===== src/rtl/fact_job_sequencer.sv =====
// Bus-master sequencer that runs one factorial job on the memory-mapped core:
// program, start, wait (poll or interrupt), fetch result, store to memory, clear.
module fact_job_sequencer #(
  parameter logic [15:0] FACT_BASE = 16'h7000,
  parameter int unsigned POLL_GAP  = 8,
  parameter int unsigned TIMEOUT   = 4096
) (
  input  logic        clk,
  input  logic        reset,
  input  logic        start,
  input  logic [63:0] operand,
  input  logic [15:0] dst_addr,
  input  logic        intr_mode,
  output logic        busy,
  output logic        done,
  output logic        error,
  output logic [63:0] result_h,
  output logic [63:0] result_l,
  output logic        m_req,
  output logic        m_wr,
  output logic [15:0] m_addr,
  output logic [63:0] m_dout,
  input  logic        m_grant,
  input  logic [63:0] m_din,
  input  logic        interrupt
);

  localparam int unsigned GW = $clog2(POLL_GAP + 1);
  localparam int unsigned TW = $clog2(TIMEOUT + 1);

  localparam logic [15:0] OFS_OPSTART  = 16'h0000;
  localparam logic [15:0] OFS_OPCLEAR  = 16'h0008;
  localparam logic [15:0] OFS_OPDONE   = 16'h0010;
  localparam logic [15:0] OFS_INTREN   = 16'h0018;
  localparam logic [15:0] OFS_OPERAND  = 16'h0020;
  localparam logic [15:0] OFS_RESULT_H = 16'h0028;
  localparam logic [15:0] OFS_RESULT_L = 16'h0030;

  localparam logic [3:0] S_IDLE    = 4'd0;
  localparam logic [3:0] S_WR_OPND = 4'd1;
  localparam logic [3:0] S_WR_IEN  = 4'd2;
  localparam logic [3:0] S_WR_GO   = 4'd3;
  localparam logic [3:0] S_WAIT    = 4'd4;
  localparam logic [3:0] S_RD_DONE = 4'd5;
  localparam logic [3:0] S_RD_H    = 4'd6;
  localparam logic [3:0] S_RD_L    = 4'd7;
  localparam logic [3:0] S_WR_MH   = 4'd8;
  localparam logic [3:0] S_WR_ML   = 4'd9;
  localparam logic [3:0] S_WR_CLR  = 4'd10;
  localparam logic [3:0] S_FIN     = 4'd11;

  logic [3:0]    state, state_nxt;
  logic [63:0]   op_q, op_nxt;
  logic [15:0]   dst_q, dst_nxt;
  logic          imode_q, imode_nxt;
  logic [GW-1:0] gap_cnt, gap_nxt;
  logic [TW-1:0] tmo_cnt, tmo_nxt;
  logic          err_q, err_nxt;
  logic          busy_nxt, done_nxt, error_nxt;
  logic [63:0]   res_h_nxt, res_l_nxt;
  logic          req_nxt, wr_nxt;
  logic [15:0]   addr_nxt;
  logic [63:0]   dout_nxt;
  logic          xfer_c;
  logic          tmo_hit_c;

  assign xfer_c    = m_req & m_grant;
  assign tmo_hit_c = (tmo_cnt == TW'(TIMEOUT - 1));

  always_ff @(posedge clk or posedge reset) begin
    if (reset) begin
      state    <= S_IDLE;
      op_q     <= '0;
      dst_q    <= '0;
      imode_q  <= 1'b0;
      gap_cnt  <= '0;
      tmo_cnt  <= '0;
      err_q    <= 1'b0;
      busy     <= 1'b0;
      done     <= 1'b0;
      error    <= 1'b0;
      result_h <= '0;
      result_l <= '0;
      m_req    <= 1'b0;
      m_wr     <= 1'b0;
      m_addr   <= '0;
      m_dout   <= '0;
    end else begin
      state    <= state_nxt;
      op_q     <= op_nxt;
      dst_q    <= dst_nxt;
      imode_q  <= imode_nxt;
      gap_cnt  <= gap_nxt;
      tmo_cnt  <= tmo_nxt;
      err_q    <= err_nxt;
      busy     <= busy_nxt;
      done     <= done_nxt;
      error    <= error_nxt;
      result_h <= res_h_nxt;
      result_l <= res_l_nxt;
      m_req    <= req_nxt;
      m_wr     <= wr_nxt;
      m_addr   <= addr_nxt;
      m_dout   <= dout_nxt;
    end
  end

  // Next state; every bus state advances only on its completing edge.
  always_comb begin
    state_nxt = state;
    op_nxt    = op_q;
    dst_nxt   = dst_q;
    imode_nxt = imode_q;
    gap_nxt   = gap_cnt;
    tmo_nxt   = tmo_cnt;
    err_nxt   = err_q;
    error_nxt = error;
    res_h_nxt = result_h;
    res_l_nxt = result_l;

    case (state)
      S_IDLE: begin
        if (start) begin
          state_nxt = S_WR_OPND;
          op_nxt    = operand;
          dst_nxt   = dst_addr;
          imode_nxt = intr_mode;
          err_nxt   = 1'b0;
          error_nxt = 1'b0;
        end
      end
      S_WR_OPND: if (xfer_c) state_nxt = S_WR_IEN;
      S_WR_IEN:  if (xfer_c) state_nxt = S_WR_GO;
      S_WR_GO: begin
        if (xfer_c) begin
          state_nxt = S_WAIT;
          tmo_nxt   = '0;
          gap_nxt   = '0;
        end
      end
      S_WAIT: begin
        tmo_nxt = tmo_cnt + TW'(1);
        if (tmo_hit_c) begin
          state_nxt = S_WR_CLR;
          err_nxt   = 1'b1;
          res_h_nxt = '0;
          res_l_nxt = '0;
        end else if (imode_q) begin
          if (interrupt) state_nxt = S_RD_H;
        end else if (gap_cnt == GW'(POLL_GAP - 1)) begin
          state_nxt = S_RD_DONE;
          gap_nxt   = '0;
        end else begin
          gap_nxt = gap_cnt + GW'(1);
        end
      end
      S_RD_DONE: begin
        tmo_nxt = tmo_cnt + TW'(1);
        // Timeout wins over a read still waiting for grant.
        if (tmo_hit_c) begin
          state_nxt = S_WR_CLR;
          err_nxt   = 1'b1;
          res_h_nxt = '0;
          res_l_nxt = '0;
        end else if (xfer_c) begin
          state_nxt = m_din[0] ? S_RD_H : S_WAIT;
        end
      end
      S_RD_H: begin
        if (xfer_c) begin
          state_nxt = S_RD_L;
          res_h_nxt = m_din;
        end
      end
      S_RD_L: begin
        if (xfer_c) begin
          state_nxt = S_WR_MH;
          res_l_nxt = m_din;
        end
      end
      S_WR_MH:  if (xfer_c) state_nxt = S_WR_ML;
      S_WR_ML:  if (xfer_c) state_nxt = S_WR_CLR;
      S_WR_CLR: if (xfer_c) state_nxt = S_FIN;
      S_FIN:    state_nxt = S_IDLE;
      default:  state_nxt = S_IDLE;
    endcase

    if (state_nxt == S_FIN && err_nxt) error_nxt = 1'b1;
  end

  // Registered bus request and status derived from the state being entered.
  always_comb begin
    req_nxt  = 1'b0;
    wr_nxt   = 1'b0;
    addr_nxt = '0;
    dout_nxt = '0;
    busy_nxt = (state_nxt != S_IDLE);
    done_nxt = (state_nxt == S_FIN);

    case (state_nxt)
      S_WR_OPND: begin
        req_nxt  = 1'b1;
        wr_nxt   = 1'b1;
        addr_nxt = FACT_BASE + OFS_OPERAND;
        dout_nxt = op_nxt;
      end
      S_WR_IEN: begin
        req_nxt  = 1'b1;
        wr_nxt   = 1'b1;
        addr_nxt = FACT_BASE + OFS_INTREN;
        dout_nxt = {63'b0, imode_nxt};
      end
      S_WR_GO: begin
        req_nxt  = 1'b1;
        wr_nxt   = 1'b1;
        addr_nxt = FACT_BASE + OFS_OPSTART;
        dout_nxt = 64'd1;
      end
      S_RD_DONE: begin
        req_nxt  = 1'b1;
        addr_nxt = FACT_BASE + OFS_OPDONE;
      end
      S_RD_H: begin
        req_nxt  = 1'b1;
        addr_nxt = FACT_BASE + OFS_RESULT_H;
      end
      S_RD_L: begin
        req_nxt  = 1'b1;
        addr_nxt = FACT_BASE + OFS_RESULT_L;
      end
      S_WR_MH: begin
        req_nxt  = 1'b1;
        wr_nxt   = 1'b1;
        addr_nxt = dst_nxt;
        dout_nxt = res_h_nxt;
      end
      S_WR_ML: begin
        req_nxt  = 1'b1;
        wr_nxt   = 1'b1;
        addr_nxt = dst_nxt + 16'd1;
        dout_nxt = res_l_nxt;
      end
      S_WR_CLR: begin
        req_nxt  = 1'b1;
        wr_nxt   = 1'b1;
        addr_nxt = FACT_BASE + OFS_OPCLEAR;
        dout_nxt = 64'd1;
      end
      default: begin
        req_nxt = 1'b0;
      end
    endcase
  end

endmodule


===== config.mk =====
export PLATFORM = sky130hd
export DESIGN_NAME = fact_job_sequencer
export DESIGN_NICKNAME = d
export VERILOG_FILES = /design/src/rtl/fact_job_sequencer.sv
export SDC_FILE = /design/constraint.sdc
export NUM_CORES = 1
export LEC_CHECK = 0
export ABC_AREA = 1
export CORE_MARGIN = 2
export CORE_UTILIZATION = 49
export DETAILED_ROUTE_END_ITERATION = 6
export GPL_ROUTABILITY_DRIVEN = 0
export PLACE_DENSITY = 0.76
export SLEW_MARGIN = 20
export SYNTH_ARGS = -nofsm -noshare
export SYNTH_HDL_FRONTEND = slang
export SYNTH_SLANG_ARGS = --single-unit

===== constraint.sdc =====
create_clock -name clk -period 13.57 [get_ports clk]
set_input_delay 2.714 -clock clk [delete_from_list [all_inputs] [get_ports clk]]
set_output_delay 2.714 -clock clk [all_outputs]
set_load 0.02 [all_outputs]

Yosys cells after proc, flatten, opt, wreduce, memory -nomap -nowiden --
Cells that the tools add are included.
Word-level totals: flip-flop bits (word level) 316, input port bits 150, logic and storage cells 105
Cells by class: add/sub/neg operators 3, eq/ne operators 25, muxes and demuxes 46, bitwise gates (word level) 1, reduce and logical (&&, ||, !) cells 14
Operators with widths (number):
- 64-bit two-way mux | 6
- 64-bit one-hot mux with 5 select lines | 1
- 64-bit one-hot mux with 2 select lines | 2
- 16-bit one-hot mux with 9 select lines | 1
- 4-bit two-way mux | 19
- 4-bit one-hot mux with 11 select lines | 1
- 4-bit by 3-bit == test with 1-bit output (second input constant) | 8
- 16-bit two-way mux | 2
- 4-bit == test (second input constant) | 7
- 13-bit one-hot mux with 2 select lines | 1
- 16-bit by 1-bit adder with 16-bit output (second input constant) | 1
- 4-bit by 2-bit == test with 1-bit output (second input constant) | 4
- 13-bit by 1-bit adder with 13-bit output (second input constant) | 1
- 13-bit by 12-bit == test with 1-bit output (second input constant) | 1
- 13-bit two-way mux | 1
- 1-bit two-way mux | 9
- 9-bit OR reduction | 1
- 4-bit by 1-bit == test with 1-bit output (second input constant) | 2
- 4-bit one-hot mux with 2 select lines | 1
- 2-bit nonzero test | 4
- 2-bit inequality test (second input constant) | 3
- 6-bit OR reduction | 1
- 4-bit by 1-bit adder with 4-bit output (second input constant) | 1
- 4-bit logical NOT | 1
- other kinds (8) | 10

Depth between registers and ports, before layout --
depth after elaboration 9, gate-level depth with buffers 15, gate-level depth less buffers 14

Worst setup path before layout --
No wires, ideal clock.
path type input -> register, start point input start, end point register m_addr[4], library setup time 0.126 ns, arrival time 4.133 ns, required time 13.444 ns, slack 9.310 ns, stages on the path 10, cells stage by stage nand3_2 buf_2 o21ai_0 inv_1 ha_1 inv_1 nor2_1 or2_2 nand3_1 nand3_1
Between the ends: word-level cells in the longest chain between the ends 4, elaborated cells between the ends (all ways) 15, those cells by class add/sub: 1; eq/ne: 9; mux: 5
Ends and longest elaborated chain:
- start: declaration | line 10 | input logic start,
- 16-bit two-way mux | line 123 | if (start) begin
- 16-bit two-way mux | line 121 | case (state)
- named net dst_nxt[0] | line 54 | logic [15:0] dst_q, dst_nxt;
- 16-bit by 1-bit adder with 16-bit output | line 240 | addr_nxt = dst_nxt + 16'd1;
- 16-bit one-hot mux with 9 select lines | line 200 | case (state_nxt)
- named net addr_nxt[4] | line 62 | logic [15:0] addr_nxt;
- end signal: assignment | line 103 | m_addr <= addr_nxt;
- end: declaration | line 21 | output logic [15:0] m_addr,
The timed path passes the listed nets, and every way through them passes these cells. A chain may end at the register's enable or synchronous reset.

Worst setup path in the final report --
start point input m_grant, end point register m_dout[23]
Between the ends: word-level cells in the longest chain between the ends 7, elaborated cells between the ends (all ways) 24, those cells by class eq/ne: 6; mux: 16; bitwise: 1; reduce/logical: 1
Ends and longest elaborated chain:
- start: declaration | line 23 | input logic m_grant,
- 1-bit AND (*) | line 67 | assign xfer_c = m_req & m_grant;
- 4-bit two-way mux | line 165 | end else if (xfer_c) begin
- 4-bit two-way mux | line 160 | if (tmo_hit_c) begin
- 4-bit one-hot mux with 11 select lines (*) | line 121
- named net state_nxt[2] | line 52 | logic [3:0] state, state_nxt;
- 4-bit == test or 4-bit by 2-bit == test with 1-bit output (tied branches) | line 200
- 2-bit OR reduction (no line)
- 64-bit one-hot mux with 5 select lines (*) | line 200
- named net dout_nxt[23] | line 63 | logic [63:0] dout_nxt;
- end signal: assignment | line 104 | m_dout <= dout_nxt;
- end: declaration | line 22 | output logic [63:0] m_dout,
Mark *: on every way through the listed nets, which the timed path passes. The rest lies on a longest branch.

==> impl_metrics.tcl <==
set metrics [dict create \
    clkSlewWorstSetupHoldPaths_ns 0.06 \
    syn_area_mm2 0.0141 \
    crit_end "m_dout[23]" \
    yosys-top-cells-count "650 x nand2_1, 316 x dfrtp_1, 277 x o21ai_0" \
    p_comb_share_pct 47.5 \
    max_freq_mhz 156 \
    p_leak_nw 8.58 \
    synth_top_cell_by_area "dfrtp_1" \
    numCtsBuffers 34 \
    sw_frac_of_total_pct 42.5 \
    routedWlPerCell_um 18.9 \
    worst_setup_path_start_kind "input pin" \
    cp_max_fo 120 \
    netlist.area_leader.share_pct 56.2 \
    nNetsFinal 2142 \
    clock_latency_ns 0.51 \
    cap_violations 0 \
    ys_seq_area_share_pct 56.2 \
    ys_dominant_reg_cell "dfrtp_1" \
    fin_skew_ns 0.0158 \
    drt_wl_total_um 45200 \
    outcome "finished, final reports clean" \
    ys_types 43 \
    die_x_um 173 \
    maxSlewViolCount 0 \
    fillers 2259 \
    antenna_left 0 \
    first_pass_iters 5 \
    hold_viol 0 \
    antenna_found_initial 4 \
    synthToLayoutAreaGrowth_pct 35.1 \
    switchingPower_w 0.00210 \
    min_period_ns 6.41 \
    crit_required_ns 14.02 \
    dieArea_mm2 0.0301 \
    final_util_pct 66.8 \
    grt_max_degree 180 \
    clock_path_buffers 3 \
    r2r_slack_ns 9.35 \
    vias 13000 \
    cts_tree "yes" \
    worstSetupEndpointType "register" \
    finalSetupTns_ns 0 \
    r2r_cells 14 \
    num_rows 62 \
    cts_resized 0 \
    pwr-share-seq_pct 33.3 \
    yosys-top-cells-area "dfrtp_1 56%, nand2_1 17%, o21ai_0 9.8%" \
    relSlewSlack_pct 32.8 \
    finalCritPeriodShare_pct 47.2 \
    num_io_pins 363 \
    critPathArrivalTime_ns 6.86 \
    ys_ff_latch 316 \
    p_clk_share_pct 19.1 \
    gr-total-overflow 0 \
    hp-class "reg2reg" \
    place_area_mm2 0.0179 \
    synth_edf_count 0 \
    worst_slew_pin_slew_ns 1.01 \
    grt_pass1_wl_um 71000 \
    h-tree-depth 2 \
    async_flop_share_pct 100 \
    post_cts.repair.setup_buffers 0 \
    route.detailed.drc 0 \
    crit_type "in2reg" \
    grt_pass1_vias 13000 \
    fp.coreArea_mm2 0.0285 \
    io_buffers 362 \
    start_util_pct 49.4 \
    dp_hpwl_um 28300 \
    clockRootBuffer "clkbuf_16" \
    drive_gt1_share_pct 8.32 \
    cts_sinks 316 \
    intPower_w 0.00285 \
    synth_cells 1668 \
    rsz0062_at_grt "false" \
    drtIter0Drc 1302 \
    hold_buffers 0 \
    power.density_mw_per_mm2 260 \
    worst_ir_drop_vdd_mv 0.136 \
    timing.rr.start "m_req" \
    syn_area_per_cell_um2 8.44 \
    final_area_mm2 0.0190 \
    ys_warn_count 0 \
    setup_viol 0 \
    grt_use_total_pct 29.7 \
    viasPerCell 5.44 \
    startpoint "m_grant" \
    rr_endpoint "m_dout[23]" \
    fp.dieH_um 173 \
    yosysMostFrequentCell "nand2_1" \
    syn_nets 1821 \
]
sequential cells by signal, indices dropped and copies added (netlist names):
name,count
tmo_cnt,13
busy,1
result_h,64
m_req,1
err_q,1
op_q,64
imode_q,1
dst_q,16
m_dout,64
m_wr,1
m_addr,16
error,1
state,4
result_l,64
gap_cnt,4
done,1
how the worst min path moves through the flow:
stage	endpoint	start	slack, ns	depth (start not counted)
after floorplan	op_q[10]	op_q[10]	0.44	2
after global placement	op_q[54]	op_q[54]	0.46	2
after detailed placement	op_q[33]	op_q[33]	0.46	2
after CTS	op_q[32]	op_q[32]	0.48	2
after global routing	op_q[8]	op_q[8]	0.49	2
final	op_q[59]	op_q[59]	0.47	2
cells in the final DEF (no fill, tap or decap), drive strengths merged, types with 2 or more instances in the layout:
cell and n:
o21ai 289, clkdlybuf4s50 362, o21a 2, xnor2 3
nand3 92, clkbuf 48, a21oi 22, nor3 5
diode 4, xor2 4, ha 3, bufinv 3
nor2 56, inv 39, dfrtp 316, clkinv 7
a22o 2, or2 67, nand2 657, nand4 10
buf 11, a31oi 3
per-layer routing:
layer	global-route usage, %	part of all wire [%]
met5	0	0
met4	11.9	3.6
met3	6.32	8.3
met2	49.0	48
met1	38.4	40
stage by stage:
stage	total power (W)	hold slack, ns	instances	setup WS [ns]
floorplan	0.00294	0.445	1668	2.11
global placement	0.00393	0.458	2337	6.51
detailed placement	0.00398	0.461	2337	6.43
CTS	0.00495	0.477	2392	6.95
global route	0.00522	0.494	2395	6.78
finish	0.00495	0.474	2396	7.16
critical path, cell delays in order:
cell             delay (ns)
clkdlybuf4s50_1        0.41
nand2_2                0.05
buf_4                  0.61
clkinv_2               0.34
buf_6                  0.39
nand2_1                0.40
nand2_1                0.10
clkinv_1               0.09
nand4_2                0.16
nor2_2                 0.17
nand2_2                0.08
inv_2                  0.55
buf_4                  0.54
nand2_1                0.12
nand3_1                0.09
logic make-up after synthesis:
kind of cell	synth area share (%)
AOI/OAI and AO/OA	11.9
xor gates and xnor gates	0.436
buffers and inverters	4.28
DFF	56.2
and+or+nand+nor	27.0
adders and majority gates	0.267
cell type report:
type	instances	area [µm²]	share of cell area, %
diodes	4	10.0	0.0526
clock buffers	48	1020	5.35
clock inverters	7	110	0.579
inverters	42	169	0.888
multi-input cells	1222	5600	29.4
flip-flops and latches	316	7910	41.6
well taps	384	480	2.53
repair buffers	373	3720	19.6
power by group through the flow:
stage               Clock, W  Combinational, W  Sequential [W]
floorplan                  0          0.000981         0.00196
global placement           0           0.00229         0.00164
detailed placement         0           0.00233         0.00165
CTS                 0.000957           0.00235         0.00164
global route        0.000995           0.00254         0.00169
finish              0.000947           0.00235         0.00165
No activity file was read; power rests on OpenSTA's default activity.
